[src/rtl/data_mem_arbiter_pkg.sv]
// Shared encodings for the Data_Memory arbiter: FSM states and access owner.
package data_mem_arbiter_pkg;

    typedef enum logic [1:0] {
        IDLE   = 2'd0,
        ACCESS = 2'd1,
        ACK    = 2'd2
    } state_e;

    typedef enum logic {
        OWNER_CORE = 1'b0,
        OWNER_LDR  = 1'b1
    } owner_e;

endpackage

[src/rtl/data_mem_arbiter_rr.sv]
// Combinational 2-way winner pick: loader lock first, then sole requester,
// then the round-robin pointer when both ask.
module rr_arbiter_2
    import data_mem_arbiter_pkg::*;
(
    input  logic   req_core_i,
    input  logic   req_ldr_i,
    input  logic   lock_i,
    input  owner_e ptr_i,
    output logic   valid_o,
    output owner_e winner_o
);

    always_comb begin
        valid_o  = req_core_i | req_ldr_i;
        winner_o = OWNER_CORE;
        if (lock_i && req_ldr_i) begin
            winner_o = OWNER_LDR;
        end else if (req_core_i && !req_ldr_i) begin
            winner_o = OWNER_CORE;
        end else if (req_ldr_i && !req_core_i) begin
            winner_o = OWNER_LDR;
        end else begin
            winner_o = ptr_i;
        end
    end

endmodule

[src/rtl/data_mem_arbiter.sv]
// Shares the single-port Data_Memory between the core load/store path and the
// loader; every access runs IDLE -> ACCESS -> ACK.
module data_mem_arbiter
    import data_mem_arbiter_pkg::*;
#(
    parameter int DATA_WIDTH = 32,
    parameter int ADDR_WIDTH = 32
) (
    input  logic                  clk,
    input  logic                  reset,
    input  logic                  Core_Req_i,
    input  logic                  Core_We_i,
    input  logic [ADDR_WIDTH-1:0] Core_Addr_i,
    input  logic [DATA_WIDTH-1:0] Core_Wdata_i,
    output logic                  Core_Ack_o,
    output logic                  Core_Stall_o,
    input  logic                  Ldr_Req_i,
    input  logic                  Ldr_We_i,
    input  logic                  Ldr_Lock_i,
    input  logic [ADDR_WIDTH-1:0] Ldr_Addr_i,
    input  logic [DATA_WIDTH-1:0] Ldr_Wdata_i,
    output logic                  Ldr_Ack_o,
    output logic [DATA_WIDTH-1:0] Rdata_o,
    output logic                  Mem_Read_o,
    output logic                  Mem_Write_o,
    output logic [ADDR_WIDTH-1:0] Mem_Addr_o,
    output logic [DATA_WIDTH-1:0] Mem_Wdata_o,
    input  logic [DATA_WIDTH-1:0] Mem_Rdata_i
);

    state_e                state_q, state_d;
    owner_e                ptr_q, ptr_d;
    owner_e                owner_q, owner_d;
    logic                  we_q, we_d;
    logic [ADDR_WIDTH-1:0] addr_q, addr_d;
    logic [DATA_WIDTH-1:0] wdata_q, wdata_d;
    logic [DATA_WIDTH-1:0] rdata_q, rdata_d;

    logic   arb_valid;
    owner_e arb_winner;

    rr_arbiter_2 u_rr_arbiter_2 (
        .req_core_i (Core_Req_i),
        .req_ldr_i  (Ldr_Req_i),
        .lock_i     (Ldr_Lock_i),
        .ptr_i      (ptr_q),
        .valid_o    (arb_valid),
        .winner_o   (arb_winner)
    );

    always_ff @(posedge clk) begin
        if (reset) begin
            state_q <= IDLE;
            ptr_q   <= OWNER_CORE;
            owner_q <= OWNER_CORE;
            we_q    <= 1'b0;
            addr_q  <= '0;
            wdata_q <= '0;
            rdata_q <= '0;
        end else begin
            state_q <= state_d;
            ptr_q   <= ptr_d;
            owner_q <= owner_d;
            we_q    <= we_d;
            addr_q  <= addr_d;
            wdata_q <= wdata_d;
            rdata_q <= rdata_d;
        end
    end

    always_comb begin
        state_d     = state_q;
        ptr_d       = ptr_q;
        owner_d     = owner_q;
        we_d        = we_q;
        addr_d      = addr_q;
        wdata_d     = wdata_q;
        rdata_d     = rdata_q;
        Mem_Read_o  = 1'b0;
        Mem_Write_o = 1'b0;
        Mem_Addr_o  = '0;
        Mem_Wdata_o = '0;
        Core_Ack_o  = 1'b0;
        Ldr_Ack_o   = 1'b0;

        case (state_q)
            IDLE: begin
                if (arb_valid) begin
                    owner_d = arb_winner;
                    if (arb_winner == OWNER_LDR) begin
                        we_d    = Ldr_We_i;
                        addr_d  = Ldr_Addr_i;
                        wdata_d = Ldr_Wdata_i;
                    end else begin
                        we_d    = Core_We_i;
                        addr_d  = Core_Addr_i;
                        wdata_d = Core_Wdata_i;
                    end
                    state_d = ACCESS;
                end
            end
            ACCESS: begin
                // Memory sees only the command latched in IDLE, never live inputs.
                Mem_Read_o  = ~we_q;
                Mem_Write_o = we_q;
                Mem_Addr_o  = addr_q;
                Mem_Wdata_o = wdata_q;
                if (!we_q) begin
                    rdata_d = Mem_Rdata_i;
                end
                ptr_d   = (owner_q == OWNER_CORE) ? OWNER_LDR : OWNER_CORE;
                state_d = ACK;
            end
            ACK: begin
                // An access interrupted by reset is never acknowledged.
                Core_Ack_o = (owner_q == OWNER_CORE) && !reset;
                Ldr_Ack_o  = (owner_q == OWNER_LDR) && !reset;
                state_d    = IDLE;
            end
            default: begin
                state_d = IDLE;
            end
        endcase
    end

    assign Core_Stall_o = Core_Req_i & ~Core_Ack_o;
    assign Rdata_o      = rdata_q;

endmodule

[config.mk]
export PLATFORM = sky130hd
export DESIGN_NAME = data_mem_arbiter
export DESIGN_NICKNAME = d
export VERILOG_FILES = /design/src/rtl/data_mem_arbiter_pkg.sv /design/src/rtl/data_mem_arbiter_rr.sv /design/src/rtl/data_mem_arbiter.sv
export SDC_FILE = /design/constraint.sdc
export NUM_CORES = 1
export LEC_CHECK = 0
export BUFFER_PORTS_ARGS = -buffer_cell sky130_fd_sc_hd__buf_4
export CAP_MARGIN = 15
export CORE_AREA = 2 2 105 107
export CTS_CLUSTER_SIZE = 12
export DETAILED_ROUTE_END_ITERATION = 16
export DIE_AREA = 0 0 107 109
export PLACE_DENSITY = 0.8
export SLEW_MARGIN = 20
export SYNTH_ARGS = -nofsm -noshare
export SYNTH_HDL_FRONTEND = slang
export SYNTH_SLANG_ARGS = --single-unit
[constraint.sdc]
create_clock -name clk -period 2.8 [get_ports clk]
set_input_delay 0.56 -clock clk [delete_from_list [all_inputs] [get_ports clk]]
set_output_delay 0.56 -clock clk [all_outputs]
set_load 0.02 [all_outputs]
==> results by group, run 1 <==
Synth
  • Compound-Gate Fraction of Synth Area: between 10% and 20%
  • Syn_area_per_cell: between 7 and 8 µm²
  • Asr flop ratio synth: 0%
  • Number of flops mapped to enable cells by yosys: 0
  • Post-Syn Nets: 762
  • Ys flop type: dfxtp_1
  • Unique masters post-synth: 22
  • Count leader, synth: nand2_1
  • Top post-synthesis cells by area: dfxtp_1 44%, nand2_1 16%, a311oi_1 13%, and2_1 8.9%, nor2_1 5.8%
  • Commonest cells in the netlist: 194 x nand2_1, 101 x dfxtp_1, 70 x nor2_1
  • FF+latch count, synth: between 100 and 150
  • XOR/XNOR share of the synthesized area: 0%
  • Post-Syn Area: around 4500 µm²
  • Yosys Warn Count: 0
  • Synth top area share: between 40 and 50%
  • Synth area leader: dfxtp_1
  • Post-synthesis mux area share: less than 1%
  • Adder-cell area share of the yosys netlist: 0%
  • Mapped Cells: around 600
  • Sequential fraction of the synthesis area: 44.4%
  • Simple-gate share of the synthesized area: ~32%
  • Main combinational cell family by area after synthesis: simple AND/OR/NAND/NOR gates

Routing
  • DR WL/cell: 14.4 µm
  • Drt drc: 0
  • Drt first pass iters: 4
  • Via Count: ~4900
  • Routed Antenna Nets: 0
  • Initial drt markers: between 300 and 400
  • Total Routed Length: around 14 mm
  • Vias/cell: roughly 5.0

GRT
  • Met1 usage: between 20% and 30%
  • GR peak layer: met2
  • Largest net degree at the start of global routing: 80
  • First-pass GRT wire length: about 21 mm
  • GR Util All Layers: around 23%
  • Antenna violations before repair: 0
  • M2 GR Usage: between 40% and 50%
  • Total grt overflow: 0
  • Grt met3 use: under 10%
  • Via count of the first global-routing pass: between 4000 and 5000

Worst setup path
  • Arrival @ worst endpoint: about 1.9 ns
  • Critical Path Fanout Max: 48
  • Worst path required time: between 2 and 2.5 ns
  • CP Capture Type: output pin
  • Startpoint class of the critical path: flip-flop
  • Critical path class: reg2out

Floorplan
  • Row count: 38
  • Die Y: about 110 µm
  • Starting Density: between 40% and 50%
  • I/O pins: approximately 270
  • Core Box Area: ~11000 µm²
  • Die width: about 110 µm
  • Die footprint: ~12000 µm²

CTS
  • Clock Latency Late Sink: about 0.36 ns
  • CTS tree: yes
  • Root buf cell: clkbuf_8
  • Total CTS buffers: 9
  • Clock sinks: just over 100
  • Post_cts resized: 0
  • Hold buffer count at cts: 0
  • CTS max path bufs: 2
  • H-tree depth: 3
  • Postcts setup bufs: 0
  • Reg clk slew, reported paths: approximately 0.10 ns

Cells and area
  • Share of cells above drive strength 1: roughly 35%
  • Final #Nets: 996
  • Area growth syn-to-layout: 48.1%
  • Ant diodes: 0

Place
  • Count of input and output buffers: between 200 and 300
  • DP HPWL: 10.2 mm
  • Gp weighted congestion: 0.759
  • Dpl ws: between 0.5 and 0.6 ns

STA
  • Final hold violation count: 0
  • Setup TNS Final: 0 ns
  • Setup violators final: 0
  • Setup skew after layout: roughly 0.0085 ns
  • Final Max Slew Viols: 0
  • Period utilization: about 86%
  • Unrepaired setup endpoints after global routing: no
  • Fmax: slightly above 400 MHz
  • Slew @ Worst Pin: 0.898 ns
  • Final min period: roughly 2.4 ns
  • Final setup margin: about 0.38 ns
  • Relative slew slack: 40.1%

Power and ir drop
  • Peak supply drop: a little over 300 µV
  • Leak pwr: ~3.2 nW
  • Cell Pwr Density: between 500 and 600 nW/µm²

Job
  • Max-cap violations: 0

Worst hold path
  • Hold Crit Class: in2reg

Outcome
  • Status: completed
## power by group
part	switching [mW]	internal [mW]	leakage, nW
registers	0.0729	1.58	0.834
logic	0.500	0.424	2.23
clock network	0.524	0.333	0.0914
## stage by stage
| step | hold slack, ns | total power, mW | utilization (%) | cells | instance area (µm²) |
|---|---|---|---|---|---|
| 5_1_grt | 0.419 | 3.62 | 63.5 | 974 | 6740 |
| 4_1_cts | 0.422 | 3.45 | 63.5 | 974 | 6740 |
| 3_5_place_dp | 0.448 | 2.62 | 61.9 | 958 | 6560 |
| 6_report | 0.439 | 3.44 | 63.5 | 974 | 6740 |
| 3_3_place_gp | 0.443 | 2.59 | 61.9 | 958 | 6560 |
| 2_1_floorplan | 0.472 | 2.22 | - | 595 | 4550 |
## path summary, 6_finish.rpt
path	from	end	slack, ns	cells after the start
hold reg to reg	Rdata_o[18]	Rdata_o[18]	0.46	2
setup / recovery	state_q[0]	Mem_Wdata_o[17]	0.38	4
setup reg to reg	ptr_q	wdata_q[8]	0.71	5
hold / removal	Mem_Rdata_i[27]	Rdata_o[27]	0.44	3
## worst max-delay path, stage by stage, from the launching register on
cell and delay (ns):
dfxtp_1 0.47, nor2b_4 0.43, buf_12 0.25, and2_1 0.18, buf_4 0.15
## flip-flops by register name (all words and copies together) (netlist names)
signal,count
wdata_q,32
ptr_q,1
Rdata_o,32
addr_q,32
owner_q,1
state_q,2
we_q,1
## routing by layer
metal	up-vias	wire length, µm
met2	179	7100
li1	2447	-
met1	2216	5600
met4	0	331
met5	-	0
met3	25	969
## final cells by class
class / instances / area, µm²
Clock inverter: 6 / 45.0
Multi-Input combinational cell: 440 / 2270
Sequential cell: 101 / 2020
Timing Repair Buffer: 276 / 2100
Fill cell: 893 / 3870
Tap cell: 140 / 175
Clock buffer: 10 / 128
Inverter: 1 / 3.75
## layout by cell type, fill, tap and decap left out, drive strengths merged, types with 2 or more instances in the layout
cell type | netlist | layout
buf | 24 | 276
nand2 | 194 | 194
dfxtp | 101 | 101
nor2 | 70 | 70
and2 | 65 | 65
a311oi | 65 | 65
a21oi | 33 | 33
clkbuf | 29 | 10
nand2b | 4 | 4
inv | 1 | 4
clkinv | 0 | 3
nor2b | 2 | 2
## kinds of logic (layout without fill, tap and decap cells)
family / count (synthesis) / after routing
flip-flops: 101 / 101
buffers and inverters: 54 / 293
AND/OR/NAND/NOR: 339 / 339
AO/OA/AOI/OAI: 100 / 100
multiplexers: 1 / 1
Power figures use the tool's default switching activity.
==> run 2: changes to the inputs <==
- CORE_AREA: 2 2 105 107 -> default
- CORE_ASPECT_RATIO: default -> 1.75
- CORE_MARGIN: default -> 4
- CORE_UTILIZATION: default -> 47
- DIE_AREA: 0 0 107 109 -> default
- PLACE_DENSITY: 0.8 -> 0.85
==> run 2 against run 1 <==
Against the previous run: global-route usage up 3.4 points; hold slack better by 0.018 ns; cell area rose by 2.1%; die area decreased by 2.4%; sequential power barely moved; power is 14% higher; critical path type unchanged; largest power group unchanged.
==> results by group, run 2 (synthesis gave the netlist of run 1 again) <==
STA
  • Setup violators final: 0 (unchanged)
  • Setup TNS Final: 0 ns (unchanged)
  • Final Max Slew Viols: 0 (unchanged)
  • Smallest hold slack: 0.456 ns (+0.0178 ns)
  • Period utilization: 86.2% (-0.16 points)
  • Final setup margin: 0.387 ns (+0.00451 ns)
  • Setup skew after layout: 0.00759 ns (-0.000923 ns)
  • Slew @ Worst Pin: 1.07 ns (+0.170 ns)
  • Relative slew slack: 28.8% (-11 points)
  • Final min period: 2.41 ns (-0.00452 ns)
  • Unrepaired setup endpoints after global routing: no
  • Final hold violation count: 0 (unchanged)
  • Fmax: 415 MHz (+0.19%)

Routing
  • Routed Antenna Nets: 0 (unchanged)
  • Via Count: 5029 (+3.3%)
  • Total Routed Length: 15.3 mm (+9.7%)
  • Vias/cell: 5.26 (+5.3%)
  • Drt drc: 0 (unchanged)
  • Drt first pass iters: 4 (unchanged)
  • DR WL/cell: 16.1 µm (+12%)
  • Initial drt markers: 130 (-65%)

Worst setup path
  • Critical path class: reg2out
  • CP Capture Type: output pin
  • Worst path required time: 2.24 ns (about the same)
  • Startpoint class of the critical path: flip-flop
  • Arrival @ worst endpoint: 1.85 ns (about the same)
  • Critical Path Fanout Max: 52 (+8.3%)

Power and ir drop
  • Sw Share: 28.1% (-3.8 points)
  • P_int: 2.82 mW (+20%)
  • Combinational power share: 23.8% (-3.1 points)
  • Sequential power share: 42.4% (-5.8 points)
  • Clock network power share: 33.8% (+8.9 points)
  • NetSw: 1.10 mW (+0.59%)
  • Peak supply drop: 420 µV (+39%)
  • Leak pwr: 3.22 nW (+2.2%)
  • Cell Pwr Density: 570 nW/µm² (+12%)

CTS
  • Postcts setup bufs: 0 (unchanged)
  • Post_cts resized: 0 (unchanged)
  • Clock Latency Late Sink: 0.34 ns (-0.02 ns)
  • CTS tree: yes
  • Clock sinks: 101 (unchanged)
  • CTS max path bufs: 2 (unchanged)
  • Total CTS buffers: 9 (unchanged)
  • Reg clk slew, reported paths: 0.06 ns (-0.04 ns)
  • Hold buffer count at cts: 0 (unchanged)
  • Root buf cell: clkbuf_16
  • H-tree depth: 3 (unchanged)

Cells and area
  • Commonest cells after routing, fill and taps aside: 273 x buf_4, 194 x nand2_1, 101 x dfxtp_1, 70 x nor2_1
  • Most common cell after layout, fill and taps aside: buf_4
  • Ant diodes: 0 (unchanged)
  • Area growth syn-to-layout: 51.2%
  • Share of cells above drive strength 1: 35.6% (+0.12 points)
  • Final #Nets: 996 (unchanged)

Floorplan
  • Die width: 82.4 µm (-23%)
  • Starting Density: 48.1% (+5.1 points)
  • Core Box Area: 9470 µm² (-11%)
  • Die footprint: 11400 µm² (-2.4%)
  • Die Y: 138 µm (+27%)
  • I/O pins: 268 (unchanged)
  • Row count: 47 (+24%)

Place
  • Dpl ws: 0.349 ns (-0.180 ns)
  • DP HPWL: 11.7 mm (+15%)
  • Count of input and output buffers: 267 (unchanged)
  • Gp weighted congestion: 0.882 (+16%)

Worst hold path
  • Hold Crit Class: reg2reg

GRT
  • Antenna violations before repair: 0 (unchanged)
  • GR Util All Layers: 25.9% (+3.4 points)
  • Total grt overflow: 0 (unchanged)
  • Largest net degree at the start of global routing: 82 (+2.5%)
  • Via count of the first global-routing pass: 4926 (+6.6%)
  • First-pass GRT wire length: 23.0 mm (+7.7%)

Outcome
  • Status: completed

Job
  • Max-cap violations: 0 (unchanged)
==> run 2: worst paths after layout <==
check,cells after the start,to,slack [ns],startpoint
setup / recovery,4,Mem_Addr_o[1],0.39,state_q[0]
hold / removal,2,Rdata_o[13],0.46,Rdata_o[13]
setup reg to reg,5,wdata_q[8],0.60,ptr_q
hold reg to reg,2,Rdata_o[13],0.46,Rdata_o[13]
==> run 2: power groups by stage <==
stage / registers [mW] / clock network [mW] / logic [mW]
CTS: 1.66 / 1.35 / 0.939
floorplan: 1.70 / 0 / 0.517
detailed placement: 1.69 / 0 / 0.938
global placement: 1.68 / 0 / 0.913
global route: 1.68 / 1.39 / 1.02
finish: 1.66 / 1.33 / 0.934
==> run 2: area by class of cell <==
cell class / instances / area (µm²)
clock buffers: 10 / 239
clock inverters: 6 / 86.3
fillers: 749 / 2590
inverters: 1 / 3.75
multi-input cells: 440 / 2270
flip-flops and latches: 101 / 2020
well taps: 122 / 153
repair buffers: 276 / 2110
==> run 2: critical path: stages (launching register included) <==
cell and delay [ns]:
dfxtp_1 0.46, nor2b_4 0.40, buf_12 0.25, and2_1 0.21
buf_4 0.16
==> run 2: through the flow <==
stage                     util (%)  power [mW]  instances  cell area [µm²]
final                         72.7        3.92        956             6880
after global routing          72.7        4.09        956             6880
after CTS                     72.7        3.95        956             6880
after detailed placement      69.2        2.63        940             6550
after global placement        69.2        2.60        940             6550
after floorplan                  -        2.22        595             4550
==> run 2: metal layers <==
| metal | vias up | share of wire, % | GRT usage (%) |
|---|---|---|---|
| li1 | 2457 | - | - |
| met1 | 2301 | 33 | 26.2 |
| met2 | 218 | 53 | 46.0 |
| met3 | 53 | 7.9 | 5.14 |
| met4 | 0 | 5.5 | 16.6 |
| met5 | - | 0 | 0 |
